$ cat src/rtl/mmio_fabric_pkg.sv
// Shared types and constants for the MMIO fabric.
package mmio_fabric_pkg;

    typedef enum logic [2:0] {
        S_IDLE,
        S_MEM,
        S_SLV,
        S_RESP,
        S_HOLD
    } state_t;

    localparam int          SLOT_W         = 4;
    localparam int          OFF_ERR_STATUS = 0;
    localparam int          OFF_ERR_ADDR   = 2;
    localparam logic [15:0] TO_DATA        = 16'hDEAD;

endpackage

$ cat src/rtl/mmio_decoder.sv
// Combinational address decoder: memory, slave slot, internal regs or error.
module mmio_decoder
    import mmio_fabric_pkg::*;
#(
    parameter int                ADDR_W    = 16,
    parameter int                NSLV      = 4,
    parameter int                SLV_AW    = 4,
    parameter logic [ADDR_W-1:0] MMIO_BASE = 16'hF000,
    parameter int                MMIO_SPAN = 256
) (
    input  logic [ADDR_W-1:0] i_addr,
    output logic              o_is_mem,
    output logic              o_is_slv,
    output logic              o_is_int,
    output logic              o_is_err,
    output logic [SLOT_W-1:0] o_slot
);

    logic [ADDR_W-1:0] w_off;
    logic [ADDR_W-1:0] w_slotf;
    logic              w_in;
    logic              w_hi;

    assign w_off   = i_addr - MMIO_BASE;
    assign w_slotf = w_off >> SLV_AW;
    assign w_in    = (i_addr >= MMIO_BASE) && (32'(w_off) < MMIO_SPAN);
    // Any slot bit above SLOT_W means far past the last slave.
    assign w_hi    = |w_slotf[ADDR_W-1:SLOT_W];

    assign o_slot   = w_slotf[SLOT_W-1:0];
    assign o_is_mem = !w_in;
    assign o_is_slv = w_in && !w_hi && (o_slot < SLOT_W'(NSLV));
    assign o_is_int = w_in && !w_hi && (o_slot == SLOT_W'(NSLV));
    assign o_is_err = w_in && !o_is_slv && !o_is_int;

endmodule

$ cat src/rtl/mmio_fabric.sv
// CPU-to-memory/MMIO fabric with request FSM, watchdog and error log.
module mmio_fabric
    import mmio_fabric_pkg::*;
#(
    parameter int                ADDR_W    = 16,
    parameter int                DATA_W    = 16,
    parameter int                NSLV      = 4,
    parameter int                SLV_AW    = 4,
    parameter logic [ADDR_W-1:0] MMIO_BASE = 16'hF000,
    parameter int                MMIO_SPAN = 256,
    parameter int                TIMEOUT   = 15
) (
    input  logic                   clk,
    input  logic                   reset_n,
    input  logic [ADDR_W-1:0]      cpu_mem_addr,
    input  logic [DATA_W-1:0]      cpu_mem_data_out,
    input  logic                   cpu_mem_write,
    input  logic                   cpu_mem_read,
    input  logic                   cpu_mem_req,
    output logic [DATA_W-1:0]      cpu_mem_data_in,
    output logic                   cpu_mem_ready,
    output logic                   mem_req,
    output logic                   mem_we,
    output logic [ADDR_W-1:0]      mem_addr,
    output logic [DATA_W-1:0]      mem_wdata,
    input  logic [DATA_W-1:0]      mem_rdata,
    input  logic                   mem_ready,
    output logic [NSLV-1:0]        slv_sel,
    output logic                   slv_we,
    output logic [SLV_AW-1:0]      slv_addr,
    output logic [DATA_W-1:0]      slv_wdata,
    input  logic [NSLV*DATA_W-1:0] slv_rdata,
    input  logic [NSLV-1:0]        slv_ack,
    output logic                   bus_err
);

    state_t              r_state, w_state_n;
    logic [ADDR_W-1:0]   r_addr, r_err_addr;
    logic [DATA_W-1:0]   r_wdata, r_rdata;
    logic                r_we, r_mem_req, r_ready, r_berr;
    logic [NSLV-1:0]     r_sel, w_onehot;
    logic [7:0]          r_wdog, w_wd_inc;
    logic [15:0]         r_err_status, w_stat_n;
    logic                w_is_mem, w_is_slv, w_is_int, w_is_err;
    logic [SLOT_W-1:0]   w_slot;
    logic                w_accept, w_wr, w_hit, w_to, w_derr, w_clr;
    logic [SLV_AW-1:0]   w_off_lo;
    logic [DATA_W-1:0]   w_int_rd, w_srd;

    mmio_decoder #(
        .ADDR_W    (ADDR_W),
        .NSLV      (NSLV),
        .SLV_AW    (SLV_AW),
        .MMIO_BASE (MMIO_BASE),
        .MMIO_SPAN (MMIO_SPAN)
    ) u_dec (
        .i_addr   (cpu_mem_addr),
        .o_is_mem (w_is_mem),
        .o_is_slv (w_is_slv),
        .o_is_int (w_is_int),
        .o_is_err (w_is_err),
        .o_slot   (w_slot)
    );

    assign w_wr     = cpu_mem_write && !cpu_mem_read;
    assign w_accept = (r_state == S_IDLE) && cpu_mem_req;
    assign w_off_lo = cpu_mem_addr[SLV_AW-1:0];
    assign w_wd_inc = r_wdog + 8'd1;
    assign w_hit    = ((r_state == S_MEM) && mem_ready) ||
                      ((r_state == S_SLV) && |(slv_ack & r_sel));
    // Ack in the final watchdog cycle still completes normally.
    assign w_to     = ((r_state == S_MEM) || (r_state == S_SLV)) &&
                      !w_hit && (w_wd_inc >= 8'(TIMEOUT));
    assign w_derr   = w_accept && w_is_err;
    assign w_clr    = w_accept && w_is_int && w_wr &&
                      (w_off_lo == SLV_AW'(OFF_ERR_STATUS));

    always_comb begin
        w_onehot = '0;
        w_srd    = '0;
        for (int i = 0; i < NSLV; i++) begin
            w_onehot[i] = (w_slot == SLOT_W'(i));
            if (r_sel[i]) w_srd = w_srd | slv_rdata[i*DATA_W +: DATA_W];
        end
    end

    always_comb begin
        w_int_rd = '0;
        if (w_off_lo == SLV_AW'(OFF_ERR_STATUS))
            w_int_rd = DATA_W'(r_err_status);
        else if (w_off_lo == SLV_AW'(OFF_ERR_ADDR))
            w_int_rd = DATA_W'(r_err_addr);
    end

    // Clear first so a coincident error leaves a count of one.
    always_comb begin
        w_stat_n = w_clr ? 16'h0 : r_err_status;
        if (w_to)   w_stat_n[0] = 1'b1;
        if (w_derr) w_stat_n[1] = 1'b1;
        if ((w_to || w_derr) && (w_stat_n[15:8] != 8'hFF))
            w_stat_n[15:8] = w_stat_n[15:8] + 8'd1;
    end

    always_comb begin
        w_state_n = r_state;
        unique case (r_state)
            S_IDLE:
                if (w_accept) begin
                    unique case (1'b1)
                        w_is_mem: w_state_n = S_MEM;
                        w_is_slv: w_state_n = S_SLV;
                        default:  w_state_n = S_RESP;
                    endcase
                end
            S_MEM, S_SLV:
                if (w_hit || w_to) w_state_n = S_RESP;
            S_RESP:
                w_state_n = S_HOLD;
            S_HOLD:
                if (!cpu_mem_req) w_state_n = S_IDLE;
            default:
                w_state_n = S_IDLE;
        endcase
    end

    always_ff @(posedge clk or negedge reset_n) begin
        if (!reset_n) r_state <= S_IDLE;
        else          r_state <= w_state_n;
    end

    always_ff @(posedge clk or negedge reset_n) begin
        if (!reset_n) begin
            r_addr    <= '0;
            r_wdata   <= '0;
            r_we      <= 1'b0;
            r_rdata   <= '0;
            r_mem_req <= 1'b0;
            r_sel     <= '0;
            r_ready   <= 1'b0;
            r_berr    <= 1'b0;
            r_wdog    <= '0;
        end else begin
            r_ready <= 1'b0;
            r_berr  <= 1'b0;
            if (w_accept) begin
                r_addr  <= cpu_mem_addr;
                r_wdata <= cpu_mem_data_out;
                r_we    <= w_wr;
                r_wdog  <= '0;
                if (w_is_mem) r_mem_req <= 1'b1;
                if (w_is_slv) r_sel <= w_onehot;
                if (w_is_int) begin
                    r_ready <= 1'b1;
                    r_rdata <= w_wr ? '0 : w_int_rd;
                end
                if (w_is_err) begin
                    r_ready <= 1'b1;
                    r_berr  <= 1'b1;
                    r_rdata <= '0;
                end
            end
            if (w_hit) begin
                r_ready   <= 1'b1;
                r_rdata   <= (r_state == S_MEM) ? mem_rdata : w_srd;
                r_mem_req <= 1'b0;
                r_sel     <= '0;
            end else if (w_to) begin
                r_ready   <= 1'b1;
                r_berr    <= 1'b1;
                r_rdata   <= DATA_W'(TO_DATA);
                r_mem_req <= 1'b0;
                r_sel     <= '0;
            end else if ((r_state == S_MEM) || (r_state == S_SLV)) begin
                r_wdog <= w_wd_inc;
            end
        end
    end

    always_ff @(posedge clk or negedge reset_n) begin
        if (!reset_n) begin
            r_err_status <= '0;
            r_err_addr   <= '0;
        end else begin
            r_err_status <= w_stat_n;
            if (w_to)        r_err_addr <= r_addr;
            else if (w_derr) r_err_addr <= cpu_mem_addr;
        end
    end

    assign cpu_mem_data_in = r_rdata;
    assign cpu_mem_ready   = r_ready;
    assign bus_err         = r_berr;
    assign mem_req         = r_mem_req;
    assign mem_we          = r_we;
    assign mem_addr        = r_addr;
    assign mem_wdata       = r_wdata;
    assign slv_sel         = r_sel;
    assign slv_we          = r_we;
    assign slv_addr        = r_addr[SLV_AW-1:0];
    assign slv_wdata       = r_wdata;

endmodule

$ cat config.mk
export PLATFORM = sky130hd
export DESIGN_NAME = mmio_fabric
export DESIGN_NICKNAME = d
export VERILOG_FILES = /design/src/rtl/mmio_fabric_pkg.sv /design/src/rtl/mmio_decoder.sv /design/src/rtl/mmio_fabric.sv
export SDC_FILE = /design/constraint.sdc
export NUM_CORES = 1
export LEC_CHECK = 0
export BUFFER_PORTS_ARGS = -buffer_cell sky130_fd_sc_hd__buf_2
export CORE_ASPECT_RATIO = 1.75
export CORE_MARGIN = 2
export CORE_UTILIZATION = 49
export DETAILED_ROUTE_END_ITERATION = 7
export PLACE_DENSITY = 0.88
export SYNTH_ARGS = -nofsm -noshare
export SYNTH_HDL_FRONTEND = slang
export SYNTH_SLANG_ARGS = --single-unit
$ cat constraint.sdc
create_clock -name clk -period 4 [get_ports clk]
set_input_delay 0.4 -clock clk [delete_from_list [all_inputs] [get_ports clk]]
set_output_delay 0.4 -clock clk [all_outputs]
set_load 0.03 [all_outputs]
==> out/results.tsv <==
metric	value	unit
grt.total_usage	26.6	%
hold_viol	0	
routedWlPerCell	17.5	µm
relSlewSlack	23.8	%
slowest_delay	680	ps
synth_ff_type	dfrtp_1	
synth.cell_area	5060	µm²
critPathLaunchType	register	
grt_overflow	0	
synthToLayoutAreaGrowth	24.0	%
insertion_delay	350	ps
ys_ff_latch	93	
critPathCaptureType	register	
vias_per_cell	5.75	
place_ws	507	ps
core_area	10200	µm²
vias	4908	
hpwl	11.1	mm
timing.rr.start	r_state[2]	
finalMaxSlewViolations	0	
die_y	138	µm
cts_root_buf	clkbuf_16	
num_io_pins	199	
synth-compound-area-share	21.9	%
layout_commonest_cell	buf_2	
critPathArrivalTime	3490	ps
dieArea	11200	µm²
powerDensity	734	nW/µm²
clk_pin_slew	70	ps
yosys.area_share.simple	20.2	%
fin_tns_setup	0	ps
crit_family	simple AND/OR/NAND/NOR gates	
synth-edff-count	0	
antennaDiodeCount	0	
postCtsResizedCells	0	
ys_warn_count	0	
worstPathMaxFanout	12	
yosysTopAreaCell	dfrtp_1	
synth_fa_ha_area_share	0.741	%
fill_cells	851	
crit_buf_inv	0	
fin_nets	848	
cp_slowest_cell	or4_1	
antenna_found_initial	0	
synthXorXnorAreaFrac	0.173	%
finalCritPeriodShare	80.4	%
yosysUniqueCellTypes	53	
grt_max_degree	94	
drt.antenna.violating_nets	0	
setup_viol	0	
port_buffers	198	
start_util	49.8	%
numCtsBuffers	9	
fin_skew	9.19	ps
fmax	311	MHz
drt-initial-drc-count	360	
first_global_vias	4774	
drc	0	
synth.area.top_cells	dfrtp_1 (46%), nand2_1 (7.6%), a22oi_1 (6.5%)	
worst_pin_slew	1140	ps
htree_levels	3	
final_cell_mix	buf_2 (197), nand2_1 (102), dfrtp_1 (93)	
ctsHoldBuffers	0	
drt_pass1_iterations	5	
path_common_cell	or4_1	
syn-num-nets	690	
drive_gt1_share	33.5	%
totalWireLength	14.9	mm
crit_start	r_state[2]	
crit_chain	nor4b_4 -> nand3_2 -> or4_1 -> and2_1 -> ha_1 -> and3_1 -> or4_1 -> a21oi_1	
num_rows	49	
clock_sinks	93	
cts_tree	built	
hold_path.class	in2reg	
dieWidth	80.8	µm
ys_seq_area_share	46.0	%
hp-start	cpu_mem_data_out[13]	
gp_congestion	0.868	
cts_setup_buffers	0	
min_period	3210	ps
synth_cells	565	
cap_viol_max_count	0	
status	finished clean	
power.leakage	3.23	nW
cp.required	4270	ps
critPathKind	reg2reg	
power	4.61	mW
avgSynthCellArea	8.96	µm²
grt_pass1_wl	23.1	mm
layout_setup_ws	786	ps
synth_top_family_by_area	compound AO/OA/AOI/OAI gates	
peakVddDrop	0.000492	V
synthMuxAreaShare	3.43	%
yosysTopAreaCellShare	46.0	%
synthArstFlopShare	100	%
clk_path_buf_depth	2	
rsz0062_at_grt	no	
==> metal layers <==
layer  vias up  global-route usage (%)  share of wire [%]
li1       2321                       -                  -
met1      2311                    30.3                 37
met2       230                    47.5                 53
met3        46                    3.79                6.3
met4         0                    12.3                3.7
met5         -                       0                  0
==> layout make-up <==
type / instances / area [µm²] / share of cell area, %
Clock inverter: 4 / 75.1 / 1.20
Inverter: 15 / 56.3 / 0.897
Sequential cell: 93 / 2330 / 37.1
Tap cell: 127 / 159 / 2.53
Clock buffer: 10 / 229 / 3.65
Multi-Input combinational cell: 395 / 2350 / 37.5
Timing Repair Buffer: 209 / 1080 / 17.1
==> registers in the layout, indices dropped and copies added (netlist names) <==
name             count
bus_err              1
cpu_mem_data_in     16
cpu_mem_ready        1
mem_addr            16
mem_req              1
mem_wdata           16
mem_we               1
r_err_addr          16
r_err_status        10
r_state              3
r_wdog               8
slv_sel              4
==> report_power, final <==
part | switching [mW] | internal (mW) | total [mW]
combinational | 1.45 | 0.673 | 2.13
clock | 0.343 | 0.540 | 0.883
sequential | 0.301 | 1.30 | 1.60
==> synth_stat cells, types with 2 or more instances <==
cell / n
mux2_2: 11
buf_4: 23
ha_1: 3
mux2i_1: 5
a31oi_1: 10
or3_1: 6
a211o_1: 2
nor4b_4: 2
nand3b_1: 4
buf_2: 8
nand2_1: 102
nor3_1: 9
o211ai_1: 5
nand2b_1: 6
a221o_1: 6
clkbuf_1: 31
inv_1: 15
o21ai_0: 32
nor4_1: 2
a2bb2oi_1: 5
o21a_1: 3
and3_1: 4
nor2_1: 26
a21o_1: 13
nand3_1: 31
a21oi_1: 25
o21ai_1: 2
dfrtp_1: 93
and2_1: 7
o31ai_1: 3
or4_1: 4
a31o_2: 2
a22o_1: 2
a22oi_1: 44
==> path summary, 6_finish.rpt <==
kind / end / slack [ps] / cells past startpoint
min in group asynchronous: bus_err / 270 / 1
worst max-delay path: r_err_status[15] / 790 / 8
worst min-delay path: mem_wdata[13] / 240 / 3
worst min register to register: cpu_mem_data_in[10] / 480 / 1
max in group asynchronous: cpu_mem_data_in[13] / 2990 / 1
worst max register to register: r_err_status[15] / 790 / 8
==> stage by stage <==
step	hold WS (ps)	area, µm²	utilization (%)	cells
after global placement	455	5970	58.7	839
final	241	6280	61.7	853
after detailed placement	462	5970	58.7	839
after global routing	251	6280	61.7	853
after floorplan	104	5060	-	565
after CTS	232	6280	61.7	853
==> tightest hold or removal path, stage by stage <==
cell and delay (ps):
buf_2 70, nand2_1 40, nand2_1 40
==> cells by family after synthesis <==
logic type | after synthesis
AOI/OAI and AO/OA | 163
muxes | 16
and+or+nand+nor | 212
xor gates and xnor gates | 1
DFF | 93
buffers and inverters | 77
adders and majority gates | 3
Power figures use the tool's default switching activity.
